--- src/rtl/fp_pkg.sv ---
// Shared single-precision field definitions for the FP add/sub, divide and
// square-root blocks.
//   - field positions and widths of the IEEE-754 single format
//   - special encodings used by the flush/saturate paths
//   - control-state encodings for the iterative divider
package fp_pkg;

    localparam int SIGN_BIT = 31;
    localparam int EXP_MSB  = 30;
    localparam int EXP_LSB  = 23;
    localparam int MANT_W   = 23;
    localparam int EXP_BIAS = 127;

    localparam logic [7:0]  EXP_INF  = 8'hFF;
    localparam logic [31:0] POS_ZERO = 32'h0000_0000;
    localparam logic [31:0] POS_INF  = 32'h7F80_0000;

    typedef logic [1:0] state_t;

    localparam state_t ST_IDLE = 2'd0;
    localparam state_t ST_DIV  = 2'd1;
    localparam state_t ST_NORM = 2'd2;
    localparam state_t ST_DONE = 2'd3;

endpackage

--- src/rtl/fp_div_mant_step.sv ---
// One restoring-division step on the 24-bit mantissas.
// Ports:
//   rem      - current partial remainder (26b)
//   mb       - divisor mantissa with hidden bit (24b)
//   q        - quotient bits produced so far (26b)
//   rem_next - remainder after this step, already shifted left
//   q_next   - quotient with the new bit appended at the LSB
module fp_div_mant_step
    import fp_pkg::*;
(
    input  logic [25:0] rem,
    input  logic [23:0] mb,
    input  logic [25:0] q,
    output logic [25:0] rem_next,
    output logic [25:0] q_next
);

    logic [26:0] diff;
    logic        unused_bits;

    assign diff = {1'b0, rem} - {3'b000, mb};

    // rem < 2*mb always holds, so a non-negative difference fits in 25 bits
    // and the shifted remainder never overflows 26 bits.
    assign unused_bits = diff[25] ^ q[25];

    always_comb begin
        if (!diff[26]) begin
            rem_next = {diff[24:0], 1'b0};
            q_next   = {q[24:0], 1'b1};
        end else begin
            rem_next = {rem[24:0], 1'b0};
            q_next   = {q[24:0], 1'b0};
        end
    end

endmodule

--- src/rtl/fp_div_seq.sv ---
// Iterative single-precision divider, data_o = data_iA / data_iB.
// One quotient bit per clock, fixed 28-cycle start-to-done latency.
// No denormals (exp=0 is zero), truncation rounding, exp=255 treated as normal.
// Ports:
//   clk, rst         - clock, synchronous active-high reset
//   start_i          - request pulse, only honoured in IDLE
//   data_iA, data_iB - dividend / divisor, captured on accept
//   busy_o           - high from the cycle after accept until DONE is left
//   done_o           - one-cycle pulse, result and flags valid
//   data_o           - quotient, held until the next result
//   dbz_o/ovf_o/unf_o - divide-by-zero / overflow / underflow flags, held
module fp_div_seq
    import fp_pkg::*;
#(
    parameter int EXP_BIAS = 127,
    parameter int QBITS    = 26
) (
    input  logic        clk,
    input  logic        rst,
    input  logic        start_i,
    input  logic [31:0] data_iA,
    input  logic [31:0] data_iB,
    output logic        busy_o,
    output logic        done_o,
    output logic [31:0] data_o,
    output logic        dbz_o,
    output logic        ovf_o,
    output logic        unf_o
);

    localparam int CNT_W = $clog2(QBITS);

    state_t             state;
    logic               sign_q;
    logic [7:0]         ea_q;
    logic [7:0]         eb_q;
    logic [23:0]        mb_q;
    logic [25:0]        rem_q;
    logic [25:0]        quo_q;
    logic [CNT_W-1:0]   cnt_q;

    logic [25:0]        rem_next;
    logic [25:0]        quo_next;

    fp_div_mant_step u_step (
        .rem      (rem_q),
        .mb       (mb_q),
        .q        (quo_q),
        .rem_next (rem_next),
        .q_next   (quo_next)
    );

    // Normalisation and special-case selection, consumed in NORM.
    logic signed [9:0]  exp_calc;
    logic [22:0]        mant_n;
    logic [31:0]        res_n;
    logic               dbz_n;
    logic               ovf_n;
    logic               unf_n;
    logic               unused_lsb;

    assign unused_lsb = quo_q[0];

    always_comb begin
        exp_calc = $signed({2'b00, ea_q}) - $signed({2'b00, eb_q})
                 + $signed(10'(EXP_BIAS));
        if (!quo_q[25])
            exp_calc = exp_calc - 10'sd1;
        mant_n = quo_q[25] ? quo_q[24:2] : quo_q[23:1];

        res_n = {sign_q, exp_calc[7:0], mant_n};
        dbz_n = 1'b0;
        ovf_n = 1'b0;
        unf_n = 1'b0;
        if (eb_q == 8'd0) begin
            res_n = {sign_q, EXP_INF, 23'd0};
            dbz_n = 1'b1;
        end else if (ea_q == 8'd0) begin
            res_n = {sign_q, 31'd0};
        end else if (exp_calc >= 10'sd255) begin
            res_n = {sign_q, EXP_INF, 23'd0};
            ovf_n = 1'b1;
        end else if (exp_calc <= 10'sd0) begin
            res_n = {sign_q, 31'd0};
            unf_n = 1'b1;
        end
    end

    always_ff @(posedge clk) begin
        if (rst) begin
            state  <= ST_IDLE;
            sign_q <= 1'b0;
            ea_q   <= '0;
            eb_q   <= '0;
            mb_q   <= '0;
            rem_q  <= '0;
            quo_q  <= '0;
            cnt_q  <= '0;
            busy_o <= 1'b0;
            done_o <= 1'b0;
            data_o <= '0;
            dbz_o  <= 1'b0;
            ovf_o  <= 1'b0;
            unf_o  <= 1'b0;
        end else begin
            case (state)
                ST_IDLE: begin
                    if (start_i) begin
                        sign_q <= data_iA[SIGN_BIT] ^ data_iB[SIGN_BIT];
                        ea_q   <= data_iA[EXP_MSB:EXP_LSB];
                        eb_q   <= data_iB[EXP_MSB:EXP_LSB];
                        mb_q   <= {1'b1, data_iB[MANT_W-1:0]};
                        rem_q  <= {2'b01, data_iA[MANT_W-1:0]};
                        quo_q  <= '0;
                        cnt_q  <= CNT_W'(QBITS - 1);
                        busy_o <= 1'b1;
                        state  <= ST_DIV;
                    end
                end
                ST_DIV: begin
                    rem_q <= rem_next;
                    quo_q <= quo_next;
                    if (cnt_q == '0)
                        state <= ST_NORM;
                    else
                        cnt_q <= cnt_q - 1'b1;
                end
                ST_NORM: begin
                    data_o <= res_n;
                    dbz_o  <= dbz_n;
                    ovf_o  <= ovf_n;
                    unf_o  <= unf_n;
                    done_o <= 1'b1;
                    state  <= ST_DONE;
                end
                ST_DONE: begin
                    done_o <= 1'b0;
                    busy_o <= 1'b0;
                    state  <= ST_IDLE;
                end
                default: state <= ST_IDLE;
            endcase
        end
    end

endmodule

--- config.mk ---
export PLATFORM = sky130hd
export DESIGN_NAME = fp_div_seq
export DESIGN_NICKNAME = d
export VERILOG_FILES = /design/src/rtl/fp_pkg.sv /design/src/rtl/fp_div_mant_step.sv /design/src/rtl/fp_div_seq.sv
export SDC_FILE = /design/constraint.sdc
export NUM_CORES = 1
export LEC_CHECK = 0
export CORE_MARGIN = 2
export CORE_UTILIZATION = 45
export DETAILED_ROUTE_END_ITERATION = 16
export MAX_ROUTING_LAYER = met4
export PLACE_DENSITY = 0.68
export SLEW_MARGIN = 0
export SYNTH_ARGS = -nofsm -noshare
export SYNTH_HDL_FRONTEND = slang
export SYNTH_SLANG_ARGS = --single-unit
--- constraint.sdc ---
create_clock -name clk -period 4.1 [get_ports clk]
set_input_delay 0.82 -clock clk [delete_from_list [all_inputs] [get_ports clk]]
set_output_delay 0.82 -clock clk [all_outputs]
set_load 0.02 [all_outputs]
* Word-level counts from Yosys, hierarchy flattened
Index checks and enable logic that the tools add are counted.
** Storage, ports and cells
- Register bits after elaboration :: 137
- Latch bits :: 0
- Bits in writable memories :: 0
- ROM bits :: 0
- Output and inout port bits :: 37
- Word-level logic and storage cells :: 69
- Memories kept :: 0
** Cells by class
- Add/sub/neg operators :: 5
- Multipliers :: 0
- Div/mod/pow operators :: 0
- Magnitude comparators :: 2
- Equality and inequality tests :: 6
- Shift-type cells :: 0
- Multiplexer cells :: 29
- Bitwise operators :: 1
- Reduce and logical (&&, ||, !) cells :: 12
** Operator list (count)
- $mux 31 :: 4
- $pmux 26 s2 :: 2
- $mux 26 :: 3
- $sub 26x24->27 :: 1
- $mux 23 :: 1
- $logic_not 8->1 :: 2
- $add 9x8->10 const B :: 1
- $ge 10x9->1 const B :: 1
- $le 10x1->1 const B :: 1
- $mux 1 :: 10
- $mux 10 :: 1
- $mux 5 :: 2
- $pmux 5 s2 :: 1
- $sub 10x2->10 const B :: 1
- $sub 8x8->9 :: 1
- $pmux 2 s4 :: 1
- $reduce_and 2->1 :: 4
- $ne 2x2->1 const B :: 3
- $reduce_bool 2->1 :: 3
- $logic_not 5->1 :: 1
- $sub 5x1->5 const B :: 1
- $eq 2x2->1 const B :: 2
- $mux 2 :: 2
- $pmux 1 s2 :: 2
- 4 further kinds :: 4

* Longest topological paths before layout
Gate-level depths: netlist of the first run.
- Depth after elaboration :: 9
- Gate-level depth with buffers :: 16

* Cells and area by module
From an unflattened synthesis of the first run, not the netlist that was laid out.
** Second synthesis, totals
- Cells, all modules :: 1018
- Area, all modules :: 8545.7 µm²
** By module, submodules not included
- fp_div_seq :: instances 1, cells each 717, area an instance 6404.9 µm²
- fp_div_mant_step :: instances 1, cells each 301, area an instance 2140.8 µm²

* Worst setup path before layout of the first run
No wires, ideal clock.
- Kind :: register to register
- Start point :: reg ea_q[0]
- End point :: reg data_o[10]
- Arrival :: 3651 ps
- Data required time :: 3985 ps
- Path slack :: 334 ps
- Stages on the path, launching flop included :: 17
- Buffers on the path :: 1
- Period minus slack after synthesis :: 3766 ps
- Cells stage by stage :: dfxtp_1 -> inv_1 -> ha_1 -> inv_1 -> fa_1 -> inv_1 -> ha_1 -> or3b_2 -> or3_1 -> nand3_1 -> xnor2_1 -> nand4_1 -> or3_1 -> a2111oi_1 -> or4b_4 -> buf_6 -> o21ai_2
** Between the ends
- Longest elaborated chain between the ends :: 9
- Elaborated cells between the ends (all ways) :: 11
- Those cells by class :: 3 x add/sub; 2 x order compare; 5 x mux; 1 x reduce/logical
** RTL lines
- start, declared :: line fp_div_seq.sv:35 : logic [7:0] ea_q;
- start signal, assigned :: line fp_div_seq.sv:110 : ea_q <= data_iA[EXP_MSB:EXP_LSB];
- $sub 8x8->9 :: line fp_div_seq.sv:65 : exp_calc = $signed({2'b00, ea_q}) - $signed({2'b00, eb_q})
- $add 9x8->10 :: line fp_div_seq.sv:66 : + $signed(10'(EXP_BIAS));
- $sub 10x2->10 :: line fp_div_seq.sv:68 : exp_calc = exp_calc - 10'sd1;
- $mux 10 :: line fp_div_seq.sv:67 : if (!quo_q[25])
- $le 10x1->1 :: line fp_div_seq.sv:83 : end else if (exp_calc <= 10'sd0) begin
- $mux 31 :: line fp_div_seq.sv:83
- $mux 31 :: line fp_div_seq.sv:80 : end else if (exp_calc >= 10'sd255) begin
- $mux 31 (*) :: line fp_div_seq.sv:78 : end else if (ea_q == 8'd0) begin
- $mux 31 (*) :: line fp_div_seq.sv:75 : if (eb_q == 8'd0) begin
- end signal, assigned :: line fp_div_seq.sv:129 : data_o <= res_n;
- end, declared :: line fp_div_seq.sv:25 : output logic [31:0] data_o,
Mark *: on every way between the ends. The rest lies on a longest branch, timed or not.
A chain may end at the register's enable or synchronous reset.

* Worst setup path after layout of the first run
- Start point :: reg eb_q[0]
- End point :: reg data_o[1]
** Between the ends
- Longest elaborated chain between the ends :: 9
- Elaborated cells between the ends (all ways) :: 11
- Those cells by class :: 3 x add/sub; 2 x order compare; 5 x mux; 1 x reduce/logical
** RTL lines
- start, declared :: line fp_div_seq.sv:36 : logic [7:0] eb_q;
- start signal, assigned :: line fp_div_seq.sv:111 : eb_q <= data_iB[EXP_MSB:EXP_LSB];
- $sub 8x8->9 :: line fp_div_seq.sv:65
- $add 9x8->10 :: line fp_div_seq.sv:66
- $sub 10x2->10 :: line fp_div_seq.sv:68
- $mux 10 :: line fp_div_seq.sv:67
- $le 10x1->1 :: line fp_div_seq.sv:83
- $mux 31 :: line fp_div_seq.sv:83
- $mux 31 :: line fp_div_seq.sv:80
- $mux 31 :: line fp_div_seq.sv:78
- $mux 31 (*) :: line fp_div_seq.sv:75
Marks and branches as above.

==> results.sh, run 1 <==
export IMPL_outcome="completed"
export IMPL_min_delay_worst_endpoint="data_o[5]$_SDFFE_PP0P_"
export IMPL_number_of_setup_violations_in_the_final_report=0
export IMPL_cts_hold_fix_buffers=0
export IMPL_dominantRegCellSynth="sky130_fd_sc_hd__dfxtp_1"
export IMPL_r2r_setup_slack_ps=240
export IMPL_hold_path_class="reg -> reg"
export IMPL_leakage_nw=3.51
export IMPL_vias_in_the_first_global_route=6552
export IMPL_synth_warnings=0
export IMPL_finalMaxSlewViolations=0
export IMPL_min_period_over_period=0.943
export IMPL_synthDistinctLibCells=77
export IMPL_worst_slew_margin_rel=0.444
export IMPL_crit_path_start_kind="flip-flop"
export IMPL_mostFrequentLayoutCell="sky130_fd_sc_hd__nand2_1"
export IMPL_setup_total_negative_slack_ps=0
export IMPL_synth_async_reset_ratio=0
export IMPL_critical_path_endpoint_type="flip-flop"
export IMPL_worst_path_dominant_cell_family="simple AND/OR/NAND/NOR gates"
export IMPL_max_slew_worst_pin_slew_ps=830
export IMPL_reg2reg_from="eb_q[0]$_SDFFE_PP0P_"
export IMPL_layout_cells_most_common_list="148 x sky130_fd_sc_hd__nand2_1, 137 x sky130_fd_sc_hd__dfxtp_1, 102 x sky130_fd_sc_hd__clkdlybuf4s50_1, 82 x sky130_fd_sc_hd__a21oi_1, 77 x sky130_fd_sc_hd__nor2_1"
export IMPL_cts_repair_timing_setup_buffer_count=0
export IMPL_timing_critical_path_buf_inv=2
export IMPL_drt_first_iter_violations=353
export IMPL_hold_viol=0
export IMPL_clkSlewWorstSetupHoldPaths_ps=60
export IMPL_final_layout_size_suffix_gt1_frac=0.0841
export IMPL_initial_utilization=0.460
export IMPL_synth_edf_count=0
export IMPL_avgViaCountPerCell=5.45
export IMPL_chipWidth_um=134
export IMPL_post_synth_inst_count=937
export IMPL_post_synth_cell_area_avg_um2=8.15
export IMPL_detail_route_drc_violations=0
export IMPL_crit_required_ps=4450
export IMPL_dpl_hpwl_um=12900
export IMPL_timing_fmax_mhz=259
export IMPL_num_rows=47
export IMPL_drt_total_wl_um=18800
export IMPL_synth_seq_cells=137
export IMPL_detail_route_wl_per_cell_um=15.0
export IMPL_die_y_um=134
export IMPL_hold_slack_ps=451
export IMPL_grt_max_degree=77
export IMPL_largest_stage_delay_on_the_critical_path_ps=640
export IMPL_via_count=6838
export IMPL_clock_sinks=137
export IMPL_netlist_area_mm2=0.00764
export IMPL_max_clock_path_buffers=2
export IMPL_critical_path_cell_by_cell="ha_1, inv_1, fa_1, inv_1, ha_1, or3b_2, or3_1, nand3_1, xnor2_1, a211o_1, a211oi_1, a41o_1, or4b_4, o21ai_0"
export IMPL_ctsHtreeMaxLevel=4
export IMPL_min_period_ps=3860
export IMPL_drt_pass1_iterations=5
export IMPL_grt_first_pass_wirelength_um=31400
export IMPL_drv_cap=0
export IMPL_port_buffers=103
export IMPL_cp_data_arrival_time_ps=4220
export IMPL_die_area_mm2=0.0180
export IMPL_critical_path_peak_fanout=12
export IMPL_worstReg2RegEnd="data_o[1]$_SDFFE_PP0P_"
export IMPL_design_core_area_mm2=0.0166
export IMPL_synth_net_count=1046
export IMPL_cts_root_buffer="sky130_fd_sc_hd__clkbuf_16"
export IMPL_share_of_synthesized_area_occupied_by_flip_flops_and_latches=0.359
export IMPL_synth_to_layout_area_growth_pct=24.1
export IMPL_hold_start="data_o[5]$_SDFFE_PP0P_"
export IMPL_groute_usage_overall=0.221
export IMPL_antenna_violating_nets_post_route=0
export IMPL_ir_drop_worst_case_vdd_v=0.000350
export IMPL_antenna_violations_before_repair=0
export IMPL_num_antenna_cells=0
export IMPL_finalWeightedCongestion=0.848
export IMPL_tritoncts="yes"
export IMPL_unrepaired_setup_endpoints_after_global_routing="yes"
export IMPL_hold_path_cell_count=2
export IMPL_critical_path_slowest_cell="sky130_fd_sc_hd__or4b_4"
export IMPL_io_pin_count=104
export IMPL_power_per_cell_area_mw_per_mm2=824
export IMPL_skew_ps=6.76
export IMPL_grt_overflow=0
export IMPL_r2r_cells=14
export IMPL_fin_total_pwr_w=0.00781
export IMPL_layout_nets=1131
export IMPL_cts_buffers=17
export IMPL_post_dp_cell_area_mm2=0.00884
export IMPL_clock_insertion_delay_worst_skew_ps=420
export IMPL_timing_worst_setup_path_type="reg -> reg"
export IMPL_final_design_area_no_fill_mm2=0.00948
[worst min-delay path: stages, from the launching register on]
cell	delay [ps]
sky130_fd_sc_hd__dfxtp_1	320
sky130_fd_sc_hd__nand2_1	60
sky130_fd_sc_hd__o21ai_2	40
[state kept, by name (all words and copies together) (netlist names)]
register and count:
dbz_o 1, quo_q 26, ovf_o 1, unf_o 1
done_o 1, ea_q 8, mb_q 24, cnt_q 5
rem_q 26, sign_q 1, data_o 32, state 2
busy_o 1, eb_q 8
[cells by family (layout without fill, tap and decap cells)]
kind of cell / after synthesis / after routing / share of synthesized area
adders and majority gates: 42 / 42 / 0.0708
buffers and inverters: 101 / 198 / 0.0521
DFF: 137 / 137 / 0.359
xor gates and xnor gates: 34 / 34 / 0.0424
muxes: 34 / 34 / 0.0464
and+or+nand+nor: 311 / 312 / 0.183
AOI/OAI and AO/OA: 278 / 278 / 0.246
[power breakdown]
part / internal, W / switching (W)
clock: 0.000961 / 0.000613
sequential: 0.00159 / 0.000180
combinational: 0.00180 / 0.00266
[worst max-delay path by stage]
stage / startpoint / to / cells past startpoint
2_1_floorplan: ea_q[0]$_SDFFE_PP0P_ / data_o[10]$_SDFFE_PP0P_ / 16
3_3_place_gp: ea_q[0]$_SDFFE_PP0P_ / data_o[0]$_SDFFE_PP0P_ / 15
3_5_place_dp: eb_q[0]$_SDFFE_PP0P_ / data_o[2]$_SDFFE_PP0P_ / 14
4_1_cts: eb_q[0]$_SDFFE_PP0P_ / data_o[2]$_SDFFE_PP0P_ / 14
5_1_grt: eb_q[0]$_SDFFE_PP0P_ / data_o[17]$_SDFFE_PP0P_ / 14
6_report: eb_q[0]$_SDFFE_PP0P_ / data_o[1]$_SDFFE_PP0P_ / 14
[area by class of cell]
cell class	instances	area, um2
clock buffers	18	429
clock inverters	14	174
fillers	1539	7110
multi-input cells	700	4540
inverters	50	188
well taps	220	275
repair buffers	116	1130
flip-flops and latches	137	2740
[timing repair]
action | 4_1_cts | 5_1_grt
cloned | 1 | 0
gates resized for setup | 2 | 4
pin swaps | 1 | 0
setup endpoints to repair | 22 | 28
[metrics by stage]
| step | worst slack (ps) | std cells | util |
|---|---|---|---|
| detailed placement | -95.3 | 1222 | 0.533 |
| floorplan | 334 | 937 | - |
| CTS | 94.6 | 1255 | 0.571 |
| global route | -0.749 | 1255 | 0.572 |
| finish | 235 | 1255 | 0.572 |
| global placement | 19.3 | 1222 | 0.533 |
[synthesized netlist by cell type, drive strengths merged, types with 4 or more instances]
cell / number / share of area
or3: 11 / 0.0097
nand2: 148 / 0.073
nor3: 17 / 0.012
nand4: 4 / 0.0033
o21ai: 63 / 0.051
o21a: 9 / 0.0088
mux2i: 33 / 0.045
buf: 10 / 0.0074
ha: 40 / 0.066
a21oi: 83 / 0.055
xor2: 13 / 0.016
o21bai: 5 / 0.0049
o311ai: 5 / 0.0057
or2: 5 / 0.0041
a22oi: 26 / 0.026
o221ai: 5 / 0.0057
nand2b: 13 / 0.011
inv: 49 / 0.024
nand3: 4 / 0.0026
nor2b: 8 / 0.0066
o31ai: 4 / 0.0039
nor2: 79 / 0.039
a31oi: 11 / 0.011
dfxtp: 137 / 0.36
or4: 4 / 0.0039
a21o: 9 / 0.0088
and2: 4 / 0.0033
a211oi: 17 / 0.017
xnor2: 21 / 0.027
o211ai: 5 / 0.0049
clkbuf: 41 / 0.020
[layer usage]
metal	vias up	global-route usage	routed length, um
met4	0	0.0690	267
met2	151	0.360	8840
met5	-	-	0
li1	3494	-	-
met1	3167	0.284	8930
met3	26	0.0325	761
No activity file was read; power rests on OpenSTA's default activity.
==> run 2: changes to the inputs <==
Settings changed: SETUP_SLACK_MARGIN from default to 0.02, TNS_END_PERCENT from default to 20.
==> results.sh, run 2 (same netlist as run 1, synthesis figures left out) <==
export IMPL_num_rows=47
export IMPL_seq_power_share=0.227
export IMPL_ir_drop_worst_case_vdd_v=0.000355
export IMPL_tritoncts="yes"
export IMPL_critical_path_peak_fanout=12
export IMPL_num_antenna_cells=0
export IMPL_min_period_ps=3840
export IMPL_design_core_area_mm2=0.0166
export IMPL_vias_in_the_first_global_route=6552
export IMPL_via_count=6848
export IMPL_antenna_violating_nets_post_route=0
export IMPL_number_of_setup_violations_in_the_final_report=0
export IMPL_power_combinational_fraction=0.572
export IMPL_hold_path_class="reg -> reg"
export IMPL_crit_path_start_kind="flip-flop"
export IMPL_min_period_over_period=0.937
export IMPL_drt_total_wl_um=18800
export IMPL_layout_cells_most_common_list="148 x sky130_fd_sc_hd__nand2_1, 137 x sky130_fd_sc_hd__dfxtp_1, 102 x sky130_fd_sc_hd__clkdlybuf4s50_1, 82 x sky130_fd_sc_hd__a21oi_1, 77 x sky130_fd_sc_hd__nor2_1"
export IMPL_clock_insertion_delay_worst_skew_ps=420
export IMPL_routed_met3_length_um=651
export IMPL_groute_usage_overall=0.221
export IMPL_initial_utilization=0.460
export IMPL_skew_ps=7.11
export IMPL_port_buffers=103
export IMPL_die_y_um=134
export IMPL_dr_max_layer_used="met4"
export IMPL_hold_viol=0
export IMPL_cts_root_buffer="sky130_fd_sc_hd__clkbuf_16"
export IMPL_leakage_nw=3.51
export IMPL_final_cell_utilization_of_the_core=0.572
export IMPL_final_layout_size_suffix_gt1_frac=0.0850
export IMPL_timing_worst_setup_path_type="reg -> reg"
export IMPL_ctsHtreeMaxLevel=4
export IMPL_grt_overflow=0
export IMPL_largest_register="data_o"
export IMPL_dpl_hpwl_um=12900
export IMPL_clock_power_share=0.201
export IMPL_io_pin_count=104
export IMPL_netSwitchingFraction=0.442
export IMPL_layout_nets=1131
export IMPL_detail_route_wl_per_cell_um=15.0
export IMPL_worst_slew_margin_rel=0.447
export IMPL_antenna_violations_before_repair=0
export IMPL_cts_repair_timing_setup_buffer_count=0
export IMPL_cts_hold_fix_buffers=0
export IMPL_avgViaCountPerCell=5.46
export IMPL_mostFrequentLayoutCell="sky130_fd_sc_hd__nand2_1"
export IMPL_power_per_cell_area_mw_per_mm2=825
export IMPL_internal_power_w=0.00437
export IMPL_drv_cap=0
export IMPL_finalWeightedCongestion=0.848
export IMPL_unrepaired_setup_endpoints_after_global_routing="no"
export IMPL_clock_sinks=137
export IMPL_grt_first_pass_wirelength_um=31400
export IMPL_grt_max_degree=77
export IMPL_synth_to_layout_area_growth_pct=24.2
export IMPL_chipWidth_um=134
export IMPL_largestRegisters="data_o x32, quo_q x26, rem_q x26"
export IMPL_cts_buffers=17
export IMPL_largest_register_ff_count=32
export IMPL_drt_met1_wl_um=9050
export IMPL_final_cells=1255
export IMPL_outcome="completed"
export IMPL_finalMaxSlewViolations=0
export IMPL_detail_route_drc_violations=0
export IMPL_cp_data_arrival_time_ps=4190
export IMPL_max_slew_worst_pin_slew_ps=827
export IMPL_clkSlewWorstSetupHoldPaths_ps=60
export IMPL_critical_path_endpoint_type="flip-flop"
export IMPL_crit_required_ps=4450
export IMPL_power_switching_w=0.00346
export IMPL_dpl_cell_count=1222
export IMPL_timing_fmax_mhz=260
export IMPL_drt_first_iter_violations=355
export IMPL_max_clock_path_buffers=2
export IMPL_die_area_mm2=0.0180
export IMPL_drt_pass1_iterations=5
export IMPL_met2WireLength_um=8920
export IMPL_hold_slack_ps=451
run 2: cell counts in the layout (fill, tap and decap cells not counted):
No cell type changed its count.
run 2: cell type report:
type	instances	area [um2]
Tap cell	220	275
Clock inverter	14	174
Inverter	50	188
Multi-Input combinational cell	700	4550
Clock buffer	18	429
Timing Repair Buffer	116	1130
Sequential cell	137	2740
Fill cell	1538	7100
run 2: final timing paths:
path	from	to	slack, ps	cells after the start
max	ea_q[0]$_SDFFE_PP0P_	data_o[1]$_SDFFE_PP0P_	260	15
min	data_o[5]$_SDFFE_PP0P_	data_o[5]$_SDFFE_PP0P_	450	2
max reg2reg	ea_q[0]$_SDFFE_PP0P_	data_o[1]$_SDFFE_PP0P_	260	15
min reg2reg	data_o[5]$_SDFFE_PP0P_	data_o[5]$_SDFFE_PP0P_	450	2
run 2: stage by stage:
step | instance area (um2) | setup TNS [ps] | setup WS [ps] | total power, W
2_1_floorplan | 7640 | 0 | 334 | 0.00511
3_3_place_gp | 8840 | 0 | 19.3 | 0.00612
3_5_place_dp | 8840 | -936 | -95.3 | 0.00615
4_1_cts | 9470 | 0 | 94.6 | 0.00779
5_1_grt | 9490 | 0 | 29.9 | 0.00841
6_report | 9490 | 0 | 257 | 0.00783
run 2: power by group through the flow:
stage | registers [W] | clock network [W] | logic [W]
5_1_grt | 0.00181 | 0.00165 | 0.00496
6_report | 0.00177 | 0.00157 | 0.00448
2_1_floorplan | 0.00181 | 0 | 0.00330
4_1_cts | 0.00177 | 0.00160 | 0.00442
3_3_place_gp | 0.00179 | 0 | 0.00433
3_5_place_dp | 0.00180 | 0 | 0.00434
run 2: timing repair:
| action | CTS | global route |
|---|---|---|
| endpoints found under the hold margin | 0 | 0 |
| gates cloned | 1 | 0 |
| endpoints found under the setup margin | 23 | 28 |
| gates resized for setup | 2 | 5 |
| pin swaps | 1 | 0 |
run 2: critical path: stages, from the launching register on:
cell	delay [ps]
sky130_fd_sc_hd__dfxtp_1	320
sky130_fd_sc_hd__inv_1	50
sky130_fd_sc_hd__ha_1	150
sky130_fd_sc_hd__inv_1	50
sky130_fd_sc_hd__fa_1	490
sky130_fd_sc_hd__inv_1	60
sky130_fd_sc_hd__ha_1	290
sky130_fd_sc_hd__or3b_2	480
sky130_fd_sc_hd__or3_1	310
sky130_fd_sc_hd__nand3_1	120
sky130_fd_sc_hd__xnor2_2	140
sky130_fd_sc_hd__a211o_1	130
sky130_fd_sc_hd__a211oi_1	40
sky130_fd_sc_hd__a41o_1	320
sky130_fd_sc_hd__or4b_4	640
sky130_fd_sc_hd__o21ai_0	180
run 2: layer usage:
layer	GRT usage	vias to the layer above
met4	0.0690	0
met1	0.284	3184
li1	-	3489
met3	0.0325	20
met5	-	-
met2	0.360	155
==> run 3: changes to the inputs <==
Settings changed: CTS_CLUSTER_DIAMETER from default to 60, GPL_ROUTABILITY_DRIVEN from default to 0.
==> results of run 3 <==
Final layout, timing and power as in run 2 (identical DEF).
